==> src/rtl/delay_sum_array_pkg.sv <==
// Shared helpers for the delay-and-sum array: width math and flattened-bus slicing.
`define DS_SLICE(bus, i, w) bus[(i)*(w) +: (w)]

package delay_sum_pkg;

    function automatic int clog2(input int v);
        int r;
        r = 0;
        for (int i = 0; i < 31; i++)
            if ((1 << i) < v) r = i + 1;
        return r;
    endfunction

    function automatic int sum_width(input int w, input int nch);
        return w + clog2(nch);
    endfunction

endpackage

==> src/rtl/delay_sum_array_if.sv <==
// Sample/config/result bundle between the beamformer front end and the delay-sum stage.
interface delay_sum_array_if #(
    parameter int NCH   = 4,
    parameter int W     = 32,
    parameter int DEPTH = 16
);
    localparam int DW = delay_sum_pkg::clog2(DEPTH);
    localparam int SW = delay_sum_pkg::sum_width(W, NCH);

    logic              sum_en;
    logic              sum_rst;
    logic              srdyi_i;
    logic [NCH*W-1:0]  x_i;
    logic              cfg_we;
    logic [NCH*DW-1:0] delay_cfg;
    logic [SW-1:0]     z_o;
    logic              delay_o;

    modport master (
        output sum_en, sum_rst, srdyi_i, x_i, cfg_we, delay_cfg,
        input  z_o, delay_o
    );

    modport slave (
        input  sum_en, sum_rst, srdyi_i, x_i, cfg_we, delay_cfg,
        output z_o, delay_o
    );
endinterface

==> src/rtl/delay_line_ch.sv <==
// One channel's circular delay buffer with zero-delay bypass and fill gating.
module delay_line_ch #(
    parameter int W     = 32,
    parameter int DEPTH = 16,
    parameter int DW    = 4
) (
    input  logic          clk,
    input  logic          we,
    input  logic [DW-1:0] wp,
    input  logic [DW-1:0] fill,
    input  logic [DW-1:0] d,
    input  logic [W-1:0]  x,
    output logic [W-1:0]  s
);
    logic [W-1:0]  mem [DEPTH];
    logic [DW-1:0] rd_addr;

    always_ff @(posedge clk)
        if (we) mem[wp] <= x;

    // DW-bit subtraction wraps naturally across the pointer rollover
    assign rd_addr = wp - d;

    // Buffer is never cleared, so entries older than the fill count are masked
    always_comb begin
        s = mem[rd_addr];
        if (fill < d)
            s = '0;
        else if (d == '0)
            s = x;
    end
endmodule

==> src/rtl/delay_sum_array.sv <==
// Multi-channel programmable delay-and-sum: per-channel delay lines, two-stage sum pipeline.
module delay_sum_array
    import delay_sum_pkg::*;
#(
    parameter int NCH   = 4,
    parameter int W     = 32,
    parameter int DEPTH = 16
) (
    input logic              clk,
    input logic              GlobalReset,
    delay_sum_array_if.slave bus
);
    localparam int DW     = clog2(DEPTH);
    localparam int SW     = sum_width(W, NCH);
    localparam int STAGES = 2;

    logic                   acc;
    logic [DW-1:0]          wp, fill;
    logic [NCH-1:0][DW-1:0] d_q;
    logic [NCH-1:0][W-1:0]  s_c, s1;
    logic [STAGES-1:0]      vld_pipe;
    logic signed [SW-1:0]   sum_c, z_q;

    assign acc = bus.srdyi_i & bus.sum_en & ~bus.sum_rst;

    for (genvar ch = 0; ch < NCH; ch++) begin : g_ch
        delay_line_ch #(.W(W), .DEPTH(DEPTH), .DW(DW)) u_line (
            .clk  (clk),
            .we   (acc),
            .wp   (wp),
            .fill (fill),
            .d    (d_q[ch]),
            .x    (`DS_SLICE(bus.x_i, ch, W)),
            .s    (s_c[ch])
        );
    end

    always_ff @(posedge clk) begin
        if (GlobalReset || bus.sum_rst) begin
            wp   <= '0;
            fill <= '0;
        end else if (acc) begin
            wp <= wp + 1'b1;
            if (fill != DW'(DEPTH - 1)) fill <= fill + 1'b1;
        end
    end

    // Codes survive a stream restart; the sample accepted this edge already used the old ones
    always_ff @(posedge clk) begin
        if (GlobalReset)     d_q <= '0;
        else if (bus.cfg_we) d_q <= bus.delay_cfg;
    end

    always_ff @(posedge clk)
        if (acc) s1 <= s_c;

    always_ff @(posedge clk) begin
        if (GlobalReset || bus.sum_rst) vld_pipe <= '0;
        else                            vld_pipe <= {vld_pipe[STAGES-2:0], acc};
    end

    always_comb begin
        sum_c = '0;
        for (int c = 0; c < NCH; c++)
            sum_c = sum_c + SW'($signed(s1[c]));
    end

    // A restart discards the sample sitting in stage 1, so the result holds
    always_ff @(posedge clk) begin
        if (GlobalReset)                         z_q <= '0;
        else if (!bus.sum_rst && vld_pipe[0])    z_q <= sum_c;
    end

    assign bus.z_o     = z_q;
    assign bus.delay_o = vld_pipe[STAGES-1];
endmodule

==> src/flat_wrapper.sv <==
// flat-port wrapper written by rule: the top's interface ports become plain ports
module delay_sum_array_flat import delay_sum_pkg::*;
#(
    parameter int NCH   = 4,
    parameter int W     = 32,
    parameter int DEPTH = 16
)
  (clk, GlobalReset, bus_sum_en, bus_sum_rst, bus_srdyi_i, bus_x_i, bus_cfg_we, bus_delay_cfg, bus_z_o, bus_delay_o);
  delay_sum_array_if #(.NCH(NCH), .W(W), .DEPTH(DEPTH)) bus_i ();
  input logic clk;
  input logic GlobalReset;
  input wire logic [$bits(bus_i.sum_en)-1:0] bus_sum_en;
  input wire logic [$bits(bus_i.sum_rst)-1:0] bus_sum_rst;
  input wire logic [$bits(bus_i.srdyi_i)-1:0] bus_srdyi_i;
  input wire logic [$bits(bus_i.x_i)-1:0] bus_x_i;
  input wire logic [$bits(bus_i.cfg_we)-1:0] bus_cfg_we;
  input wire logic [$bits(bus_i.delay_cfg)-1:0] bus_delay_cfg;
  output wire logic [$bits(bus_i.z_o)-1:0] bus_z_o;
  output wire logic [$bits(bus_i.delay_o)-1:0] bus_delay_o;
  assign bus_i.sum_en = bus_sum_en;
  assign bus_i.sum_rst = bus_sum_rst;
  assign bus_i.srdyi_i = bus_srdyi_i;
  assign bus_i.x_i = bus_x_i;
  assign bus_i.cfg_we = bus_cfg_we;
  assign bus_i.delay_cfg = bus_delay_cfg;
  assign bus_z_o = bus_i.z_o;
  assign bus_delay_o = bus_i.delay_o;
  delay_sum_array #(.NCH(NCH), .W(W), .DEPTH(DEPTH)) u_core (.clk(clk), .GlobalReset(GlobalReset), .bus(bus_i));
endmodule
==> config.mk <==
export PLATFORM = sky130hd
export DESIGN_NAME = delay_sum_array_flat
export DESIGN_NICKNAME = d
export VERILOG_FILES = /design/src/rtl/delay_sum_array_pkg.sv /design/src/rtl/delay_sum_array_if.sv /design/src/rtl/delay_line_ch.sv /design/src/rtl/delay_sum_array.sv /design/src/flat_wrapper.sv
export SDC_FILE = /design/constraint.sdc
export NUM_CORES = 2
export LEC_CHECK = 0
export CORE_MARGIN = 3
export CORE_UTILIZATION = 62
export CTS_CLUSTER_DIAMETER = 50
export CTS_CLUSTER_SIZE = 25
export DETAILED_ROUTE_END_ITERATION = 10
export PLACE_DENSITY = 0.79
export SYNTH_ARGS = -nofsm -noshare
export SYNTH_HDL_FRONTEND = slang
export SYNTH_SLANG_ARGS = --single-unit
==> constraint.sdc <==
create_clock -name clk -period 20.7 [get_ports clk]
set_input_delay 4.14 -clock clk [delete_from_list [all_inputs] [get_ports clk]]
set_output_delay 4.14 -clock clk [all_outputs]
set_load 0.05 [all_outputs]
== After elaboration in Yosys (flattened, before gate mapping) ==
Memory sizes are Yosys's and may differ from the RTL's. A register that Yosys moved wholly into a read port is not among the register bits.
Cells that the tools add are included.

* $add $sub $neg: 9
* Magnitude comparators: 4
* Equality and inequality tests: 1
* Multiplexer cells: 2
* Bitwise gates (word level): 3
* Reductions and logical operators: 4

{| class="wikitable"
|+ Operators by type and width
! kind !! count
|-
| 33-bit by 32-bit adder with 34-bit output || 1
|-
| 34-bit by 32-bit adder with 34-bit output || 1
|-
| 32-bit by 32-bit adder with 33-bit output || 1
|-
| 4-bit < comparator || 4
|-
| 4-bit subtractor || 4
|-
| 4-bit by 1-bit adder with 4-bit output (second input constant) || 2
|-
| 4-bit inequality test (second input constant) || 1
|-
| 1-bit AND || 2
|-
| 1-bit 2-to-1 mux || 2
|-
| 2-bit AND reduction || 1
|-
| 1-bit logical AND || 1
|-
| 1-bit zero test || 1
|-
| 1-bit logical OR || 1
|-
| 1-bit inverter || 1
|}

* Register bits after elaboration: 60
* RAM bits: 2048
* Input bits: 150
* Output and inout port bits: 35
* Logic and storage cells: 35
* Memories kept: 4

{| class="wikitable"
|+ Memories
! name !! depth !! bits a word !! rd ports !! clocked after Yosys merged registers in !! write ports !! line !! source
|-
| u_core.g_ch[0].u_line.mem || 16 || 32 || 1 || 1 || 1 || delay_line_ch.sv:15 || <nowiki>logic [W-1:0] mem [DEPTH];</nowiki>
|-
| u_core.g_ch[1].u_line.mem || 16 || 32 || 1 || 1 || 1 || delay_line_ch.sv:15 ||
|-
| u_core.g_ch[2].u_line.mem || 16 || 32 || 1 || 1 || 1 || delay_line_ch.sv:15 ||
|-
| u_core.g_ch[3].u_line.mem || 16 || 32 || 1 || 1 || 1 || delay_line_ch.sv:15 ||
|}

== Logic depth before layout (Yosys ltp) ==
* Word-level depth: 4
* Mapped depth: 14
* Depth with buffers taken out: 14

== By module ==
A second synthesis with hierarchy kept.

* Cell total of the unflattened synthesis: 4461
* Area, all modules: 90256.6 µm²

{| class="wikitable"
|+ By module, submodules not included
! module !! instances !! cells each !! area each (µm²) !! seq. area each (µm²)
|-
| delay_line_ch at u_core.g_ch[1].u_line ... || 3 || 902 || 20131.8 || 15374.7
|-
| delay_line_ch at u_core.g_ch[0].u_line || 1 || 902 || 20133.1 || 15374.7
|-
| delay_sum_array || 1 || 853 || 9728.1 || 5044.8
|}

== Worst setup path after synthesis ==
Ideal clock, no wire load.

* Path kind: input port to flip-flop
* Start point: input bus_srdyi_i
* End point: memory u_core.g_ch[0].u_line.mem[3][0] (enable)
* Setup time: 0.770 ns
* Arrival time: 15.236 ns
* Data required time: 19.930 ns
* Path slack: 4.693 ns
* Stages on the path: 6
* Buffers on the path: 1
* Path through: nand2_1 -> or2_1 -> inv_1 -> buf_2 -> nand2_1 -> nor3_1

* Cells in the longest elaborated chain, start to end: 4

{| class="wikitable"
|+ Ends and longest elaborated chain
! what !! line !! source
|-
| start: declaration || flat_wrapper.sv:14 || <nowiki>input wire logic [$bits(bus_i.srdyi_i)-1:0] bus_srdyi_i;</nowiki>
|-
| 1-bit AND (2 in series) || delay_sum_array.sv:24 || <nowiki>assign acc = bus.srdyi_i & bus.sum_en & ~bus.sum_rst;</nowiki>
|-
| net u_core.acc || delay_sum_array.sv:17 || <nowiki>logic acc;</nowiki>
|-
| 1-bit 2-to-1 mux || delay_line_ch.sv:19 || <nowiki>if (we) mem[wp] <= x;</nowiki>
|-
| 1-bit 2-to-1 mux (implied by the code) || delay_line_ch.sv:19 ||
|-
| end: declaration || delay_line_ch.sv:15 ||
|}

The timed path passes the listed nets, and every way through them passes these cells.

== Worst setup path after layout ==
* Start point: input bus_sum_rst
* End point: memory u_core.g_ch[1].u_line.mem[12][11] (enable)

* Cells in the longest elaborated chain, start to end: 4

{| class="wikitable"
|+ Ends and longest elaborated chain
! what !! line !! source
|-
| start: declaration || flat_wrapper.sv:13 || <nowiki>input wire logic [$bits(bus_i.sum_rst)-1:0] bus_sum_rst;</nowiki>
|-
| 1-bit inverter || delay_sum_array.sv:24 ||
|-
| 1-bit AND || delay_sum_array.sv:24 ||
|-
| 1-bit 2-to-1 mux || delay_line_ch.sv:19 ||
|-
| 1-bit 2-to-1 mux (implied by the code) || delay_line_ch.sv:19 ||
|-
| end: declaration || delay_line_ch.sv:15 ||
|}

No other way between the ends.

==> flow_metrics.env <==
export IMPL_status="finished clean"
export IMPL_htreeDepth=4
export IMPL_p_per_area_mw_per_mm2=95.1
export IMPL_hpwl_um=119000
export IMPL_post_route_cells_drive_above_1_share_pct=23.9
export IMPL_synthMostInstantiatedCell="edfxtp_1"
export IMPL_drv_cap=0
export IMPL_std_cell_rows=138
export IMPL_grt_usage_pct=28.5
export IMPL_placed_cells=6036
export IMPL_gp_congestion=0.900
export IMPL_gr_usage_met1_pct=41.8
export IMPL_post_cts_setup_buffers=0
export IMPL_final_nets=4585
export IMPL_r2r_end="u_core.s1[42]"
export IMPL_hold_start="u_core.bus.z_o[9]"
export IMPL_yosys_top_cells_count="2176 x edfxtp_1, 640 x mux4_2, 195 x inv_1"
export IMPL_busiest_layer="met2"
export IMPL_yosys_warnings=0
export IMPL_met3_usage_pct=6.34
export IMPL_ir_drop_mv=0.0877
export IMPL_critPathLaunchType="input pin"
export IMPL_cts_sinks=2236
export IMPL_die_area_mm2=0.148
export IMPL_rsz0062_at_grt="no"
export IMPL_cp_startpoint="bus_sum_rst"
export IMPL_areaGrowthSynthToFinish_pct=11.1
export IMPL_grt_overflow=0
export IMPL_place_ws_ns=11.88
export IMPL_final_setup_skew_ns=0.0442
export IMPL_yosysTopAreaCellShare_pct=73.3
export IMPL_ioPinCount=185
export IMPL_fin_util_pct=69.7
export IMPL_ys_types=71
export IMPL_met2_usage_pct=44.2
export IMPL_grt_pass1_vias=42444
export IMPL_clkTransAtPathRegs_ns=0.08
export IMPL_firstDrtPassIters=6
export IMPL_detail_route_wl_per_cell_um=32.5
export IMPL_synth_nets=4362
export IMPL_vias_per_cell=6.71
export IMPL_syn_area_per_cell_um2=21.8
export IMPL_worst_r2r_path_depth=8
export IMPL_cp_arrival_ns=8.38
export IMPL_whs_endpoint="u_core.bus.z_o[9]"
export IMPL_first_iter_violations=5981
export IMPL_antenna_left=0
export IMPL_synthCells=4081
export IMPL_drv_slew=0
export IMPL_grt_max_degree=129
export IMPL_cts_made_buffers=156
export IMPL_netlist_area_mm2=0.0891
export IMPL_p_leak_nw=31.8
export IMPL_crit_path_max_fanout=78
export IMPL_r2r_setup_slack_ns=15.44
export IMPL_slew_headroom_pct=16.6
export IMPL_cp_end_kind="flip-flop"
export IMPL_cts_root_buf="clkbuf_16"
export IMPL_wirelength_um=206000
export IMPL_hp_class="reg2reg"
export IMPL_tightest_slew_ns=1.25
export IMPL_cp_required_ns=21.14
export IMPL_synth_edf_count=2176
export IMPL_finalCritPeriodShare_pct=38.4
export IMPL_worst_setup_path_type="in2reg"
export IMPL_cts_buffer_depth=3
export IMPL_clk_latency_ns=0.83
export IMPL_hold_violations=0
export IMPL_core_area_mm2=0.142
export IMPL_ctsResizeCount=0
export IMPL_die_h_um=385
export IMPL_synthArstFlopShare_pct=0
export IMPL_fmax_mhz=126
export IMPL_tritoncts="done"
export IMPL_setup_viol=0
export IMPL_layout_cells_non_filler=6336
export IMPL_drc=0
export IMPL_setup_tns_ns=0
export IMPL_grt_antenna_before_repair=18
export IMPL_yosys_area_top_type="edfxtp_1"
export IMPL_ys_seq_area_share_pct=74.6
export IMPL_port_buffers=184
export IMPL_vias=42530
export IMPL_synth_area_top_cells="edfxtp_1 73%, mux4_2 16%, mux2i_1 1.6%"
export IMPL_timing_rr_start="u_core.wp[1]"
export IMPL_fp_dieW_um=385
export IMPL_grt_pass1_wl_um=302000
export IMPL_start_util_pct=62.7
export IMPL_synth_seq_cells=2236
export IMPL_ys_flop_type="edfxtp_1"
export IMPL_cts_hold_buf=0
export IMPL_min_path_cells=2
export IMPL_fin_crit_ns=7.94
export IMPL_fin_ws_ns=12.76
cell families (layout without fill, tap and decap cells):
kind of cell / count (synthesis) / in the layout / share of synthesized area (%)
compound gates: 155 / 155 / 1.17
xor+xnor: 43 / 43 / 0.490
fa+ha+maj: 131 / 131 / 2.42
buf+inv: 387 / 740 / 1.77
flops: 2236 / 2236 / 74.6
mux: 786 / 786 / 17.8
other cells: 0 / 12 / 0
simple gates: 343 / 343 / 1.69
through the flow:
step	hold WS (ns)	area, um2	total power, mW
after floorplan	0.460	89100	5.83
after global placement	0.439	93400	6.17
after detailed placement	0.444	93400	6.19
after CTS	0.454	99000	9.45
after global routing	0.476	99000	9.69
final	0.459	99000	9.42
placed cells by master (no fill, tap or decap), types with 60 or more instances in the layout:
cell type / Yosys / routed
mux4_2: 640 / 640
inv_1: 195 / 194
clkbuf_16: 0 / 159
buf_4: 7 / 70
edfxtp_1: 2176 / 2176
dfxtp_1: 60 / 60
fa_1: 69 / 65
mux2i_1: 146 / 146
nor2_1: 184 / 172
clkdlybuf4s50_1: 0 / 183
nand2_1: 80 / 80
a21oi_1: 65 / 61
final cells by class:
type	instances	area, um2
repair buffers	257	2420
inverters	195	737
multi-input cells	1458	21400
clock inverters	124	1590
fillers	8200	43100
diodes	12	30.0
well taps	1890	2360
clock buffers	164	4000
flip-flops and latches	2236	66500
worst max path at each step:
stage | to | slack, ns
floorplan | u_core.g_ch[0].u_line.mem[3][0] | 4.69
global placement | u_core.g_ch[1].u_line.mem[11][10] | 12.02
CTS | u_core.g_ch[1].u_line.mem[12][0] | 12.71
finish | u_core.g_ch[1].u_line.mem[12][11] | 12.76
global route | u_core.g_ch[1].u_line.mem[8][10] | 12.56
detailed placement | u_core.g_ch[1].u_line.mem[11][26] | 11.88
sequential cells by signal, indices dropped and copies added, names as in the netlist:
signal,cells
u_core.d_q,16
u_core.s1,128
u_core.vld_pipe,2
u_core.g_ch.u_line.mem,2048
u_core.wp,4
u_core.bus.z_o,34
u_core.fill,4
per-layer routing:
layer	share of wire (%)	wire, um	vias to the layer above
met5	0.0053	11	-
met4	2.8	5860	2
met3	10	20500	294
met2	49	100000	2434
li1	-	-	17157
met1	38	79000	22643
report_power, final:
group          total, mW  switching [mW]  internal (mW)
logic               1.09           0.620          0.465
registers           5.02          0.0205           5.00
clock network       3.31            1.69           1.63
worst max-delay path: stages:
cell             delay (ns)
clkdlybuf4s50_1        0.65
or2_1                  0.43
inv_6                  0.63
nand2_1                0.41
nor2_4                 0.99
buf_4                  0.91
No activity file was read; power rests on OpenSTA's default activity.
